### src/rtl/boot_copy_engine.sv
// boot_copy_engine
//   Boot-time bus initiator that copies a block of 32-bit words from the
//   system ROM (read-only responder) into RAM. It reads one word and then
//   writes it, so each word takes two cycles when the RAM does not stall.
//
// Ports
//   clk, reset      single clock, synchronous active-high reset
//   start           copy request, accepted only while idle
//   srcBase/dstBase byte base addresses; the low two bits are dropped
//   wordCount       number of words to copy (0 completes immediately)
//   busy            high while reading or writing
//   done            one-cycle completion pulse
//   srcAddress/srcRead/srcReadData             ROM read port
//   dstAddress/dstWriteData/dstWrite/dstWaitRequest   RAM write port
module boot_copy_engine #(
    parameter int ADDR_WIDTH = 28,
    parameter int DATA_WIDTH = 32,
    parameter int LEN_WIDTH  = 16
) (
    input  logic                  clk,
    input  logic                  reset,
    input  logic                  start,
    input  logic [ADDR_WIDTH-1:0] srcBase,
    input  logic [ADDR_WIDTH-1:0] dstBase,
    input  logic [LEN_WIDTH-1:0]  wordCount,
    output logic                  busy,
    output logic                  done,
    output logic [ADDR_WIDTH-1:0] srcAddress,
    output logic                  srcRead,
    input  logic [DATA_WIDTH-1:0] srcReadData,
    output logic [ADDR_WIDTH-1:0] dstAddress,
    output logic [DATA_WIDTH-1:0] dstWriteData,
    output logic                  dstWrite,
    input  logic                  dstWaitRequest
);

    typedef enum logic [1:0] {
        IDLE,
        READ,
        WRITE,
        DONE
    } state_t;

    localparam logic [ADDR_WIDTH-1:0] WORD_MASK = ~ADDR_WIDTH'(3);

    state_t                state_q, state_d;
    logic [ADDR_WIDTH-1:0] srcBase_q, srcBase_d;
    logic [ADDR_WIDTH-1:0] dstBase_q, dstBase_d;
    logic [LEN_WIDTH-1:0]  count_q, count_d;
    logic [LEN_WIDTH-1:0]  index_q, index_d;
    logic [DATA_WIDTH-1:0] buffer_q, buffer_d;

    // Byte offset of the current word; additions wrap modulo 2^ADDR_WIDTH.
    logic [ADDR_WIDTH-1:0] wordOffset;
    assign wordOffset = ADDR_WIDTH'({index_q, 2'b00});

    always_ff @(posedge clk) begin
        if (reset) begin
            state_q   <= IDLE;
            srcBase_q <= '0;
            dstBase_q <= '0;
            count_q   <= '0;
            index_q   <= '0;
            buffer_q  <= '0;
        end else begin
            state_q   <= state_d;
            srcBase_q <= srcBase_d;
            dstBase_q <= dstBase_d;
            count_q   <= count_d;
            index_q   <= index_d;
            buffer_q  <= buffer_d;
        end
    end

    always_comb begin
        state_d   = state_q;
        srcBase_d = srcBase_q;
        dstBase_d = dstBase_q;
        count_d   = count_q;
        index_d   = index_q;
        buffer_d  = buffer_q;

        busy         = 1'b0;
        done         = 1'b0;
        srcRead      = 1'b0;
        srcAddress   = '0;
        dstWrite     = 1'b0;
        dstAddress   = '0;
        dstWriteData = '0;

        unique case (state_q)
            IDLE: begin
                if (start) begin
                    srcBase_d = srcBase & WORD_MASK;
                    dstBase_d = dstBase & WORD_MASK;
                    count_d   = wordCount;
                    index_d   = '0;
                    state_d   = (wordCount == '0) ? DONE : READ;
                end
            end
            READ: begin
                busy       = 1'b1;
                srcRead    = 1'b1;
                srcAddress = srcBase_q + wordOffset;
                buffer_d   = srcReadData;
                state_d    = WRITE;
            end
            WRITE: begin
                busy         = 1'b1;
                dstWrite     = 1'b1;
                dstAddress   = dstBase_q + wordOffset;
                dstWriteData = buffer_q;
                if (!dstWaitRequest) begin
                    // Compare against count-1 so the last index never has to
                    // be incremented; a full-scale count cannot overflow.
                    if (index_q == count_q - LEN_WIDTH'(1)) begin
                        state_d = DONE;
                    end else begin
                        index_d = index_q + LEN_WIDTH'(1);
                        state_d = READ;
                    end
                end
            end
            DONE: begin
                done    = 1'b1;
                state_d = IDLE;
            end
            default: state_d = IDLE;
        endcase
    end

endmodule
### config.mk
export PLATFORM = sky130hd
export DESIGN_NAME = boot_copy_engine
export DESIGN_NICKNAME = d
export VERILOG_FILES = /design/src/rtl/boot_copy_engine.sv
export SDC_FILE = /design/constraint.sdc
export NUM_CORES = 1
export LEC_CHECK = 0
export BUFFER_PORTS_ARGS = -buffer_cell sky130_fd_sc_hd__buf_2
export CELL_PAD_IN_SITES_DETAIL_PLACEMENT = 2
export CELL_PAD_IN_SITES_GLOBAL_PLACEMENT = 2
export CORE_ASPECT_RATIO = 1.5
export CORE_MARGIN = 10
export CORE_UTILIZATION = 27
export DETAILED_ROUTE_END_ITERATION = 8
export PLACE_DENSITY = 0.76
export REMOVE_ABC_BUFFERS = 1
export SKIP_CTS_REPAIR_TIMING = 1
export SYNTH_ARGS = -nofsm -noshare
export SYNTH_HDL_FRONTEND = slang
export SYNTH_SLANG_ARGS = --single-unit
### constraint.sdc
create_clock -name clk -period 3.15 [get_ports clk]
set_clock_uncertainty 0.15 [all_clocks]
set_input_delay 0.4725 -clock clk [delete_from_list [all_inputs] [get_ports clk]]
set_output_delay 0.4725 -clock clk [all_outputs]
set_load 0.01 [all_outputs]
==> flow_summary.ini <==
[worst_setup_path]
slowest_delay_ns = 0.39
worst-r2r-cell-count = 9
critPathLaunchType = flip-flop
worst-setup-path-type = flip-flop to primary output
r2r_slack_ns = -0.09
reg2reg_from = count_q[7]$_SDFFE_PP0P_
path_common_cell = buf_4
cp_slowest_cell = fa_2
r2r_end = index_q[9]$_SDFFE_PP0P_
cp.arrival_ns = 3.15
required_ns = 2.53
crit_chain = ha_2 > fa_2 > a211oi_4 > o31ai_4 > o31ai_1 > buf_4 > a31oi_4 > a211oi_2 > buf_4 > buf_4 > xor2_1 > nor2_1 > buf_2
cp_max_fo = 5
critPathCaptureType = primary output

[timing]
timing.hold.ws_ns = 0.128
period_minus_slack_ns = 3.77
worst-slew-pin-transition_ns = 0.688
relSlewSlack_pct = 54.0
max_clock_freq_ghz = 0.265
hold_viol_final = 0
fin_crit_sh_pct = 120
tns_ns = -11.40
finalSetupViolCount = 50
rsz0062_at_grt = yes
slew_violations = 0
finalWorstSetupSlack_ns = -0.622

[cts]
cts.clk_slew.worst_paths_ns = 0.06
htree_num_levels = 4
cts.sinks = 118
cts_max_path_buffers = 2
numCtsBuffers = 17
clock_latency_ns = 0.43
root_buffer = clkbuf_16
cts_tree = yes

[route]
drtPass1Iterations = 4
finalWirelength_um = 32500
post_drt_via_cell_ratio = 5.08
routedWlPerCell_um = 20.8
first_iter_violations = 205
drc = 0
vias = 7941
drtAntennaViolNets = 0

[grt]
antenna_found_initial = 1
grt_max_degree = 48
gr-total-overflow = 0
grt_pass1_wl_um = 46500
grt_usage_pct = 16.8
grt_pass1_vias = 8677

[logic_synthesis]
synth_warnings = 0
synth_common_cells = nand2_1, dfxtp_1, a21oi_1
ys_seq_area_share_pct = 32.3
synthTopCellsByArea = dfxtp_1, nand2_1, a21oi_1
synth_edf_count = 0
synth_area_um2 = 7320
ys_ff_latch = 118
yosysMostFrequentCell = nand2_1
avgSynthCellArea_um2 = 7.80
syn_inst = 939
postSynth.asyncResetShare_pct = 0
synth_top_area_share_pct = 32.3
synthFlopType = dfxtp_1
yosysUniqueCellTypes = 66
yosysTopAreaCell = dfxtp_1

[floorplan]
core_um2 = 26700
row_count = 73
die_w_um = 154
fp.dieH_um = 222
io_pins = 200
initial_core_util_pct = 27.5
die_area_um2 = 34300

[hold_path]
worstHoldPathCells = 3
min_from = srcReadData[14]
hold_path.class = primary input to flip-flop
hold_end = buffer_q[14]$_SDFFE_PP0P_

[job]
maxCapViolCount = 0

[power]
total_power_uw = 5990
clock_power_share_pct = 31.1
power_frac_comb_pct = 37.5
power.switching_uw = 2150
ir_drop_v = 0.000376
p_sw_share_pct = 35.9
power_leakage_uw = 0.00463
intPower_uw = 3840
power.density_nw_per_um2 = 556
power_frac_seq_pct = 31.4

[status]
violations = negative setup slack
outcome = finished with violations

[place]
port_buffers = 191
hpwl_um = 22600
gp_congestion = 0.837

[layout]
nFillCells = 3007
areaGrowthSynthToFinish_pct = 47.0
nNetsFinal = 1363
finalCoreUtilization_pct = 40.4
drive_above_1_share_pct = 39.6
layout make-up:
cell class,count,area [um2],share of cell area (%)
diodes,1,2.50,0.0232
clock buffers,26,499,4.64
clock inverters,4,45.0,0.418
inverters,21,78.8,0.732
multi-input cells,754,5370,49.9
flip-flops and latches,118,2380,22.1
well taps,337,422,3.92
repair buffers,303,1960,18.2
sequential cells by signal (all words and copies together) (netlist names):
name       flops
buffer_q      32
dstBase_q     26
srcBase_q     26
count_q       16
index_q       16
state_q        2
worst max-delay path by stage:
stage	end	slack [ns]	start	cells after the start
finish	dstAddress[18]	-0.62	dstBase_q[2]$_SDFFE_PP0P_	13
global route	dstAddress[24]	-0.77	dstBase_q[2]$_SDFFE_PP0P_	13
CTS	dstAddress[20]	-0.86	dstBase_q[2]$_SDFFE_PP0P_	12
detailed placement	dstAddress[20]	-0.36	index_q[0]$_SDFFE_PP0P_	12
global placement	dstAddress[20]	-0.32	dstBase_q[2]$_SDFFE_PP0P_	12
floorplan	dstAddress[22]	-0.18	index_q[0]$_SDFFE_PP0P_	10
worst max-delay path: cells and delay by family (launching register included):
family | cells | cell delay [ns]
adder cells (fa/ha/maj) | 2 | 0.60
AO/OA/AOI/OAI | 5 | 0.96
AND/OR/NAND/NOR | 1 | 0.05
flip-flops | 1 | 0.33
buffers and inverters | 4 | 0.62
XOR/XNOR | 1 | 0.14
power by group through the flow:
stage | Clock (uW) | Combinational [uW] | Sequential (uW)
after global routing | 1980 | 2450 | 1910
after detailed placement | 0 | 1970 | 1880
after global placement | 0 | 1910 | 1870
after CTS | 1900 | 2000 | 1850
final | 1860 | 2240 | 1880
after floorplan | 0 | 1150 | 1850
cells by family after synthesis:
kind of cell	count (synthesis)	share of synthesized area (%)
compound gates	205	17.4
mux	33	4.51
other cells	1	0.0512
xor+xnor	57	6.82
simple gates	415	27.5
flops	118	32.3
buf+inv	70	4.39
fa+ha+maj	40	7.04
stage by stage:
step / area (um2) / cells / worst slack [ns]
after floorplan: 7090 / 893 / -0.180
after global placement: 9240 / 1514 / -0.324
after detailed placement: 9240 / 1514 / -0.360
after CTS: 9790 / 1544 / -0.862
after global routing: 10800 / 1564 / -0.769
final: 10800 / 1564 / -0.622
cells in the final DEF, fill, tap and decap left out, types with 17 or more instances in the layout:
| master | n |
|---|---|
| clkbuf_16 | 17 |
| a21oi_1 | 81 |
| a21oi_2 | 24 |
| and2_1 | 55 |
| buf_4 | 100 |
| nand2_1 | 157 |
| buf_6 | 17 |
| xor2_1 | 23 |
| ha_1 | 18 |
| mux2i_1 | 33 |
| inv_1 | 21 |
| buf_2 | 180 |
| dfxtp_1 | 105 |
| nor2_1 | 75 |
| xnor2_1 | 29 |
metal layers:
| metal | vias to the layer above | routed length (um) | global-route usage [%] | share of wire [%] |
|---|---|---|---|---|
| li1 | 3783 | - | - | - |
| met1 | 3983 | 11800 | 16.5 | 36 |
| met2 | 140 | 19000 | 33.4 | 59 |
| met3 | 35 | 994 | 3.40 | 3.1 |
| met4 | 0 | 620 | 5.39 | 1.9 |
| met5 | - | 0 | 0 | 0 |
(Power assumes the default switching activity.)
